[config.mk]
export PLATFORM = sky130hd
export DESIGN_NAME = cordic_iter_ctrl
export DESIGN_NICKNAME = d
export VERILOG_FILES = /design/src/rtl/cordic_iter_ctrl.sv
export SDC_FILE = /design/constraint.sdc
export NUM_CORES = 1
export LEC_CHECK = 0
export BUFFER_PORTS_ARGS = -buffer_cell sky130_fd_sc_hd__buf_2
export CELL_PAD_IN_SITES_DETAIL_PLACEMENT = 0
export CELL_PAD_IN_SITES_GLOBAL_PLACEMENT = 2
export CORE_MARGIN = 2
export CORE_UTILIZATION = 36
export CTS_BUF_LIST = sky130_fd_sc_hd__clkbuf_8
export DETAILED_ROUTE_END_ITERATION = 16
export PLACE_DENSITY_LB_ADDON = 0.1
export SYNTH_ARGS = -nofsm -noshare
export SYNTH_HDL_FRONTEND = slang
export SYNTH_SLANG_ARGS = --single-unit
[constraint.sdc]
create_clock -name clk -period 3.4 [get_ports clk]
set_input_delay 0.17 -clock clk [delete_from_list [all_inputs] [get_ports clk]]
set_output_delay 0.17 -clock clk [all_outputs]
set_load 0.05 [all_outputs]
[src/rtl/cordic_iter_ctrl.sv]
// CORDIC iteration sequencer: steps the angle-LUT offset for each micro-rotation,
// applying the hyperbolic repeat schedule, with a valid/ready handshake to the datapath.
//
// state | meaning
// IDLE  | waiting for a job, start_ready high
// RUN   | presenting steps to the shift/add datapath
// DONE  | one-cycle completion pulse
module cordic_iter_ctrl #(
  parameter int p_ANGLE_ADDR_WIDTH = 5,
  parameter int p_HYP_REPEAT_A     = 4,
  parameter int p_HYP_REPEAT_B     = 13
) (
  input  logic                          clk,
  input  logic                          rst_n,
  input  logic                          start_valid,
  output logic                          start_ready,
  input  logic                          start_system,
  input  logic [p_ANGLE_ADDR_WIDTH-1:0] start_iters,
  input  logic                          abort,
  output logic                          lut_system,
  output logic [p_ANGLE_ADDR_WIDTH-1:0] lut_offset,
  output logic                          step_valid,
  input  logic                          step_ready,
  output logic                          step_first,
  output logic                          step_last,
  output logic [p_ANGLE_ADDR_WIDTH-1:0] step_count,
  output logic                          busy,
  output logic                          done
);

  localparam int W = p_ANGLE_ADDR_WIDTH;
  localparam logic [W-1:0] OffsetMax = '1;
  localparam logic [W-1:0] RepeatA   = W'(p_HYP_REPEAT_A);
  localparam logic [W-1:0] RepeatB   = W'(p_HYP_REPEAT_B);

  typedef enum logic [1:0] {IDLE, RUN, DONE} state_t;

  state_t       state, stateNext;
  logic [W-1:0] iters, offset, count;
  logic         system, repeatPending;
  logic         accept, fire, lastStep, repeatHit;

  assign accept    = (state == IDLE) && start_valid && !abort;
  assign fire      = (state == RUN) && step_ready;
  assign lastStep  = (count == iters - W'(1));
  assign repeatHit = !system && !repeatPending && (offset == RepeatA || offset == RepeatB);

  always_ff @(posedge clk or negedge rst_n) begin
    if (!rst_n) state <= IDLE;
    else        state <= stateNext;
  end

  always_comb begin
    stateNext = state;
    case (state)
      IDLE: if (accept) stateNext = (start_iters == '0) ? DONE : RUN;
      RUN: begin
        if (abort)                 stateNext = IDLE;
        else if (fire && lastStep) stateNext = DONE;
      end
      DONE:    stateNext = IDLE;
      default: stateNext = IDLE;
    endcase
  end

  always_ff @(posedge clk or negedge rst_n) begin
    if (!rst_n) begin
      system        <= 1'b0;
      iters         <= '0;
      offset        <= '0;
      count         <= '0;
      repeatPending <= 1'b0;
    end else if (accept) begin
      system        <= start_system;
      iters         <= start_iters;
      // arctanh has no entry at offset 0, so hyperbolic jobs start at 1
      offset        <= start_system ? W'(0) : W'(1);
      count         <= '0;
      repeatPending <= 1'b0;
    end else if (fire && !abort) begin
      count <= count + W'(1);
      if (repeatHit) begin
        repeatPending <= 1'b1;
      end else begin
        repeatPending <= 1'b0;
        if (offset != OffsetMax) offset <= offset + W'(1);
      end
    end
  end

  always_comb begin
    start_ready = (state == IDLE);
    busy        = (state != IDLE);
    step_valid  = (state == RUN);
    step_first  = (state == RUN) && (count == '0);
    step_last   = (state == RUN) && lastStep;
    done        = (state == DONE);
    lut_system  = system;
    lut_offset  = offset;
    step_count  = count;
  end

endmodule

==> out/qor.csv, run 1 <==
stage,metric,value,unit
status,status,completed,
hold_path,hold path cells,3,
worst_setup_path,worst r2r src,lut_offset[0]$_DFFE_PN0P_,
global_routing,number of global-route vias before repair,881,
sta,post-layout minimum cycle time,2040,ps
drt,wire length per cell after detailed routing,12.6,µm
finish,P&R area growth vs syn,21.5,%
pwr,Leakage Power,0.699,nW
sta,Final setup viols,0,
global_routing,largest net degree at the start of global routing,21,
worst_setup_path,CP cell instances,"inv_1, ha_1, nor3b_1, xnor2_1, nand4_1, nor2_1, buf_2",
hold_path,worst hold start,start_iters[2],
sta,unrepaired setup endpoints after global routing,false,
finish,Finished Layout Cells,192,
floorplan,Die ar.,3630,µm²
pwr,Worst VDD drop,0.408,mV
worst_setup_path,cells on worst reg2reg path,6,
global_routing,GR Overflow Total,0,
worst_setup_path,Critical Path End Type,output pin,
drt,first drt pass iteration count,4,
global_routing,first-pass GRT wire length,4.12,mm
clock_tree,clock root cell,clkbuf_8,
sta,max-slew violations,0,
finish,n_diodes,0,
clock_tree,Num CTS Buffers,3,
worst_setup_path,"Largest delay share family, worst path",simple AND/OR/NAND/NOR gates,
placed_design,Placement Cell Area,1330,µm²
sta,normalized max-slew margin,70.8,%
finish,"commonest non-fill, non-tap cell in the layout",buf_2,
sta,TNS Setup,0,ps
floorplan,Die H,60.3,µm
floorplan,row cnt,20,
placed_design,GPL Wtd Cong,0.739,
drt,final WL,2.42,mm
worst_setup_path,Critical Path Max Stage Delay,410,ps
clock_tree,CTS sink cnt,19,
sta,"Hold Vio Cnt, Final",0,
floorplan,Initial Util,37.6,%
floorplan,core area,3030,µm²
sta,final hold slack,110,ps
drt,Antenna Nets Post-Route,0,
sta,worst-margin pin slew,439,ps
logic_synthesis,post-synth top area cell,dfrtp_1,
floorplan,io pins,28,
clock_tree,CTS H-tree lvls,1,
worst_setup_path,crit-path max FO,3,
worst_setup_path,worst path bufs/invs,2,
pwr,power per cell area,766,nW/µm²
worst_setup_path,"Slowest-stage cell, CP",dfrtp_1,
drt,DRC,0,
logic_synthesis,post-synthesis cell count,118,
drt,Vias,916,
drt,drt initial violations,17,
logic_synthesis,Post-Syn Area per Cell,9.66,µm²
logic_synthesis,post-synth cell types,33,
hold_path,worst hold path type,in2reg,
worst_setup_path,crit path DAT,1870,ps
drt,vias per cell,4.77,
logic_synthesis,Post-Syn Area,1140,µm²
finish,layout cell share with drive strength beyond 1,27.0,%
clock_tree,CTS tree,yes,
worst_setup_path,critical path class,reg2out,
logic_synthesis,"top cells by area, synth","dfrtp_1, ha_1, nand2_1",
worst_setup_path,"Req. time, crit path",3230,ps
worst_setup_path,FF-to-FF setup slack,1500,ps
finish,highest-count cells in the layout ignoring fill and taps,"buf_2, nand2_1, dfrtp_1",
clock_tree,Worst-Skew Late Latency,250,ps
sta,fin crit share,60.1,%
placed_design,I/O Buffers,27,
flow_run,Max Cap Viol,0,
logic_synthesis,"Warnings, synthesis",0,
sta,skew final,0.922,ps
clock_tree,CTS max path bufs,2,
logic_synthesis,Yosys top cell area share,41.7,%
worst_setup_path,reg-to-reg endpoint,lut_offset[3]$_DFFE_PN0P_,
floorplan,Die X-Extent,60.3,µm
placed_design,placed cells,187,
hold_path,Hold EP,iters[2]$_DFFE_PN0P_,
global_routing,initial antenna violation count,0,
logic_synthesis,post-synthesis net count,136,
global_routing,gr usage total,15.2,%
logic_synthesis,#FFs+latches synth,19,
worst_setup_path,startpoint types,register,
clock_tree,"Reg clk slew, reported paths",70,ps
sta,FMAX,489,MHz
placed_design,DP Wirelength,1.80,mm
finish,Final #Nets,167,
logic_synthesis,share of the yosys chip area belonging to registers,41.7,%
finish,fin area,1390,µm²
## synth_stat cells
| cell | number |
|---|---|
| nand2_1 | 22 |
| dfrtp_1 | 19 |
| nor2_1 | 9 |
| inv_1 | 8 |
| ha_1 | 7 |
| xor2_1 | 6 |
| xnor2_1 | 5 |
| a21oi_1 | 4 |
| nand4_1 | 4 |
| buf_2 | 3 |
| mux2i_1 | 3 |
| nand2b_1 | 3 |
| nor3_1 | 3 |
| o21ai_0 | 3 |
| a211oi_4 | 1 |
| a21o_1 | 1 |
| a221oi_1 | 1 |
| a31o_1 | 1 |
| and3_2 | 1 |
| and4bb_2 | 1 |
| mux2_4 | 1 |
| nand3_1 | 1 |
| nand4bb_4 | 1 |
| nor2b_1 | 1 |
| nor3b_1 | 1 |
| nor4_1 | 1 |
| nor4b_1 | 1 |
| nor4b_2 | 1 |
| o21bai_1 | 1 |
| o31ai_1 | 1 |
| or2_2 | 1 |
| or4_1 | 1 |
| or4b_1 | 1 |
## area by class of cell
type                            instances  area [µm²]
Clock buffer                            3        41.3
Inverter                                8        30.0
Multi-Input combinational cell         88         626
Sequential cell                        19         475
Timing Repair Buffer                   29         153
Tap cell                               44        55.1
Clock inverter                          1        5.00
Fill cell                             317        1640
## sequential cells by signal (all words and copies together), names as in the netlist
register,count
repeatPending,1
lut_offset,5
lut_system,1
iters,5
step_count,5
state,2
## per-layer routing
layer	wire, µm	part of all wire (%)	vias up	GRT usage (%)
met4	8	0.33	0	3.81
li1	-	-	460	-
met5	0	0	-	0
met3	87	3.6	2	2.60
met2	1170	48	19	25.0
met1	1160	48	435	20.8
## report_power, final
| part | switching [mW] | internal [mW] |
|---|---|---|
| registers | 0.0773 | 0.284 |
| clock network | 0.0789 | 0.0815 |
| logic | 0.358 | 0.182 |
## worst register-to-register path, cell delays in order, from the launching register on
cell	delay (ps)
dfrtp_1	450
ha_1	250
and3_2	220
ha_1	210
a211oi_4	340
nand4_1	180
mux2i_1	140
## logic make-up (layout without fill, tap and decap cells)
kind of cell               count (synthesis)  after routing  synth area share, %
and+or+nand+nor                           53             53                 25.9
DFF                                       19             19                 41.7
AOI/OAI and AO/OA                         13             13                 8.34
xor gates and xnor gates                  11             11                 8.45
buffers and inverters                     11             41                 3.95
adders and majority gates                  7              7                 7.68
muxes                                      4              4                 3.95
## stage by stage
stage                     worst slack (ps)  power [mW]  utilization [%]
after detailed placement              1530       0.910             43.9
after CTS                             1320        1.08             45.7
after floorplan                        849       0.784                -
after global placement                1570       0.904             43.9
after global routing                  1170        1.14             45.7
final                                 1360        1.06             45.7
## how the worst max path moves through the flow
stage	to	slack, ps	from	depth (start not counted)
finish	step_last	1360	iters[0]$_DFFE_PN0P_	7
floorplan	step_first	850	step_count[0]$_DFFE_PN0P_	4
detailed placement	lut_offset[3]$_DFFE_PN0P_	1530	lut_offset[0]$_DFFE_PN0P_	6
global route	step_last	1170	iters[0]$_DFFE_PN0P_	7
global placement	lut_offset[3]$_DFFE_PN0P_	1570	lut_offset[0]$_DFFE_PN0P_	6
CTS	step_last	1320	iters[0]$_DFFE_PN0P_	7
## timing repair
| action | 4_1_cts | 5_1_grt |
|---|---|---|
| gates resized for setup | 0 | 0 |
| hold buffers | 1 | 0 |
| endpoints found under the setup margin | 0 | 0 |
| hold endpoints to repair | 19 | 0 |
| setup buffers | 0 | 0 |
No activity file was read; power rests on OpenSTA's default activity.
==> inputs of run 2 (changes only) <==
--- a/config.mk
+++ b/config.mk
@@ -5,11 +5,12 @@
 export SDC_FILE = /design/constraint.sdc
 export NUM_CORES = 1
 export LEC_CHECK = 0
+export ABC_AREA = 1
 export BUFFER_PORTS_ARGS = -buffer_cell sky130_fd_sc_hd__buf_2
 export CELL_PAD_IN_SITES_DETAIL_PLACEMENT = 0
 export CELL_PAD_IN_SITES_GLOBAL_PLACEMENT = 2
 export CORE_MARGIN = 2
-export CORE_UTILIZATION = 36
+export CORE_UTILIZATION = 31
 export CTS_BUF_LIST = sky130_fd_sc_hd__clkbuf_8
 export DETAILED_ROUTE_END_ITERATION = 16
 export PLACE_DENSITY_LB_ADDON = 0.1
==> constraint.sdc (replaced) <==
create_clock -name clk -period 2.1 [get_ports clk]
set_input_delay 0.105 -clock clk [delete_from_list [all_inputs] [get_ports clk]]
set_output_delay 0.105 -clock clk [all_outputs]
set_load 0.05 [all_outputs]
==> out/qor.csv, run 2 <==
stage,metric,value,unit
status,status,completed,
logic_synthesis,post-synthesis net count,179,
sta,Final setup viols,0,
sta,unrepaired setup endpoints after global routing,false,
logic_synthesis,Post-Syn Area,1220,µm²
finish,n_diodes,0,
hold_path,hold path cells,3,
drt,drt initial violations,63,
floorplan,io pins,28,
clock_tree,Num CTS Buffers,3,
logic_synthesis,Synth Flop Type,dfrtp_1,
pwr,Final Power,1.83,mW
drt,wire length per cell after detailed routing,11.9,µm
placed_design,Placement Cell Area,1410,µm²
sta,max-slew violations,0,
logic_synthesis,post-synthesis cell count,161,
finish,Final #Nets,210,
finish,layout cell share with drive strength beyond 1,21.5,%
clock_tree,"Reg clk slew, reported paths",80,ps
clock_tree,CTS H-tree lvls,1,
global_routing,largest net degree at the start of global routing,23,
sta,"Hold Vio Cnt, Final",0,
placed_design,DP Wirelength,2.20,mm
logic_synthesis,"count leader, synth",nand2_1,
drt,final WL,2.85,mm
global_routing,number of global-route vias before repair,989,
sta,post-layout minimum cycle time,1920,ps
logic_synthesis,Post-synth ARST share,100,%
worst_setup_path,"most used cell, CP",nand2_1,
worst_setup_path,crit-path max FO,4,
pwr,Pint,0.877,mW
worst_setup_path,worst r2r src,state[0]$_DFFE_PN0P_,
worst_setup_path,cells on worst reg2reg path,5,
logic_synthesis,Commonest cells post-synth,"nand2_1, inv_1, dfrtp_1",
floorplan,Initial Util,32.9,%
drt,vias per cell,4.57,
logic_synthesis,"top cells by area, synth","dfrtp_1, nand2_1, inv_1",
hold_path,Hold EP,iters[0]$_DFFE_PN0P_,
worst_setup_path,Critical Path Max Stage Delay,390,ps
drt,Antenna Nets Post-Route,0,
finish,highest-count cells in the layout ignoring fill and taps,"nand2_1, inv_1, buf_2",
pwr,Leakage Power,0.806,nW
floorplan,core area,3720,µm²
global_routing,gr usage total,14.1,%
drt,Vias,1092,
clock_tree,Worst-Skew Late Latency,260,ps
logic_synthesis,post-synth top area cell,dfrtp_1,
floorplan,row cnt,22,
pwr,power per cell area,1250,nW/µm²
sta,FMAX,522,MHz
hold_path,worst hold start,start_iters[0],
clock_tree,clock root cell,clkbuf_8,
placed_design,GPL Wtd Cong,0.887,
worst_setup_path,Critical Path End Type,output pin,
worst_setup_path,startpoint types,register,
sta,fin crit share,91.3,%
pwr,combinational share of power,54.6,%
floorplan,Die H,66.8,µm
pwr,clock share of power,14.0,%
logic_synthesis,post-synth cell types,23,
logic_synthesis,Yosys top cell area share,38.9,%
worst_setup_path,CP cell instances,"inv_1, ha_1, inv_1, nand2_1, nand2_1, nand2_1, nand2_1, nor2_1, nand2_1, nor2_1, clkbuf_4",
drt,DRC,0,
placed_design,I/O Buffers,27,
flow_run,Max Cap Viol,0,
clock_tree,CTS sink cnt,19,
pwr,Reg power frac,31.4,%
pwr,Worst VDD drop,0.495,mV
logic_synthesis,"Warnings, synthesis",0,
sta,final hold slack,85.0,ps
sta,TNS Setup,0,ps
logic_synthesis,#FFs+latches synth,19,
sta,worst-margin pin slew,450,ps
worst_setup_path,FF-to-FF setup slack,570,ps
logic_synthesis,Post-Syn Area per Cell,7.60,µm²
clock_tree,CTS tree,yes,
finish,fin area,1470,µm²
finish,final core utilization,39.4,%
pwr,net switching power figure,0.955,mW
clock_tree,CTS max path bufs,2,
hold_path,worst hold path type,in2reg,
drt,first drt pass iteration count,5,
global_routing,initial antenna violation count,0,
floorplan,Die ar.,4470,µm²
worst_setup_path,critical path class,reg2out,
finish,P&R area growth vs syn,19.7,%
worst_setup_path,"Req. time, crit path",2000,ps
pwr,Sw Share,52.1,%
global_routing,GR Overflow Total,0,
worst_setup_path,"Slowest-stage cell, CP",dfrtp_1,
worst_setup_path,reg-to-reg endpoint,step_count[1]$_DFFE_PN0P_,
finish,"commonest non-fill, non-tap cell in the layout",nand2_1,
sta,normalized max-slew margin,70.0,%
logic_synthesis,number of synthesized flops with an enable pin,0,
sta,skew final,3.06,ps
logic_synthesis,share of the yosys chip area belonging to registers,38.9,%
floorplan,Die X-Extent,66.8,µm
global_routing,first-pass GRT wire length,4.55,mm
worst_setup_path,crit path DAT,1810,ps
==> run 2: per-layer routing <==
metal  share of wire (%)  GRT usage, %  wire length [µm]
met1                  47          17.9              1340
met2                  49          23.6              1390
met3                 3.6          3.55               104
met4                0.70          3.83                20
met5                   0             0                 0
==> run 2: cell type report <==
cell class	instances	area, µm²
Clock buffer	3	41.3
Multi-Input combinational cell	113	633
Sequential cell	19	475
Tap cell	48	60.1
Inverter	27	104
Fill cell	421	2250
Clock inverter	1	3.75
Timing Repair Buffer	28	148
==> run 2: worst max-delay path by stage <==
stage / depth (start not counted) / start / slack, ps / endpoint
floorplan: 8 / step_count[0]$_DFFE_PN0P_ / 120 / step_last
global placement: 10 / iters[0]$_DFFE_PN0P_ / 500 / step_last
detailed placement: 11 / iters[0]$_DFFE_PN0P_ / 460 / step_last
CTS: 11 / iters[0]$_DFFE_PN0P_ / 160 / step_last
global route: 11 / iters[0]$_DFFE_PN0P_ / 20 / step_last
finish: 11 / iters[0]$_DFFE_PN0P_ / 180 / step_last
==> run 2: metrics by stage <==
| step | setup slack [ps] | instances |
|---|---|---|
| floorplan | 118 | 161 |
| CTS | 160 | 239 |
| finish | 183 | 239 |
| detailed placement | 457 | 234 |
| global route | 15.8 | 239 |
| global placement | 495 | 234 |
==> run 2: critical path: cells and delay by family (launching register included) <==
family        cells  cell delay, ps
fa+ha+maj         1             230
simple gates      7             560
buf+inv           3             380
flops             1             390
==> run 2: repair_timing <==
item	in CTS	in global routing
resized for setup	0	1
setup endpoints to repair	0	1
setup buffers	0	0
hold buffers	1	0
hold endpoints to repair	19	0
==> run 2: cells by family after synthesis <==
logic type,after synthesis,share of synthesized area (%)
AOI/OAI and AO/OA,20,8.90
xor gates and xnor gates,2,1.43
adders and majority gates,7,7.16
buffers and inverters,29,9.82
DFF,19,38.9
muxes,1,0.920
and+or+nand+nor,83,32.9
==> run 2: power by group through the flow <==
| stage | sequential, mW | clock (mW) | combinational (mW) |
|---|---|---|---|
| 2_1_floorplan | 0.775 | 0 | 0.578 |
| 3_3_place_gp | 0.583 | 0 | 1.00 |
| 3_5_place_dp | 0.583 | 0 | 1.01 |
| 4_1_cts | 0.579 | 0.270 | 1.01 |
| 5_1_grt | 0.597 | 0.282 | 1.10 |
| 6_report | 0.575 | 0.257 | 1.00 |
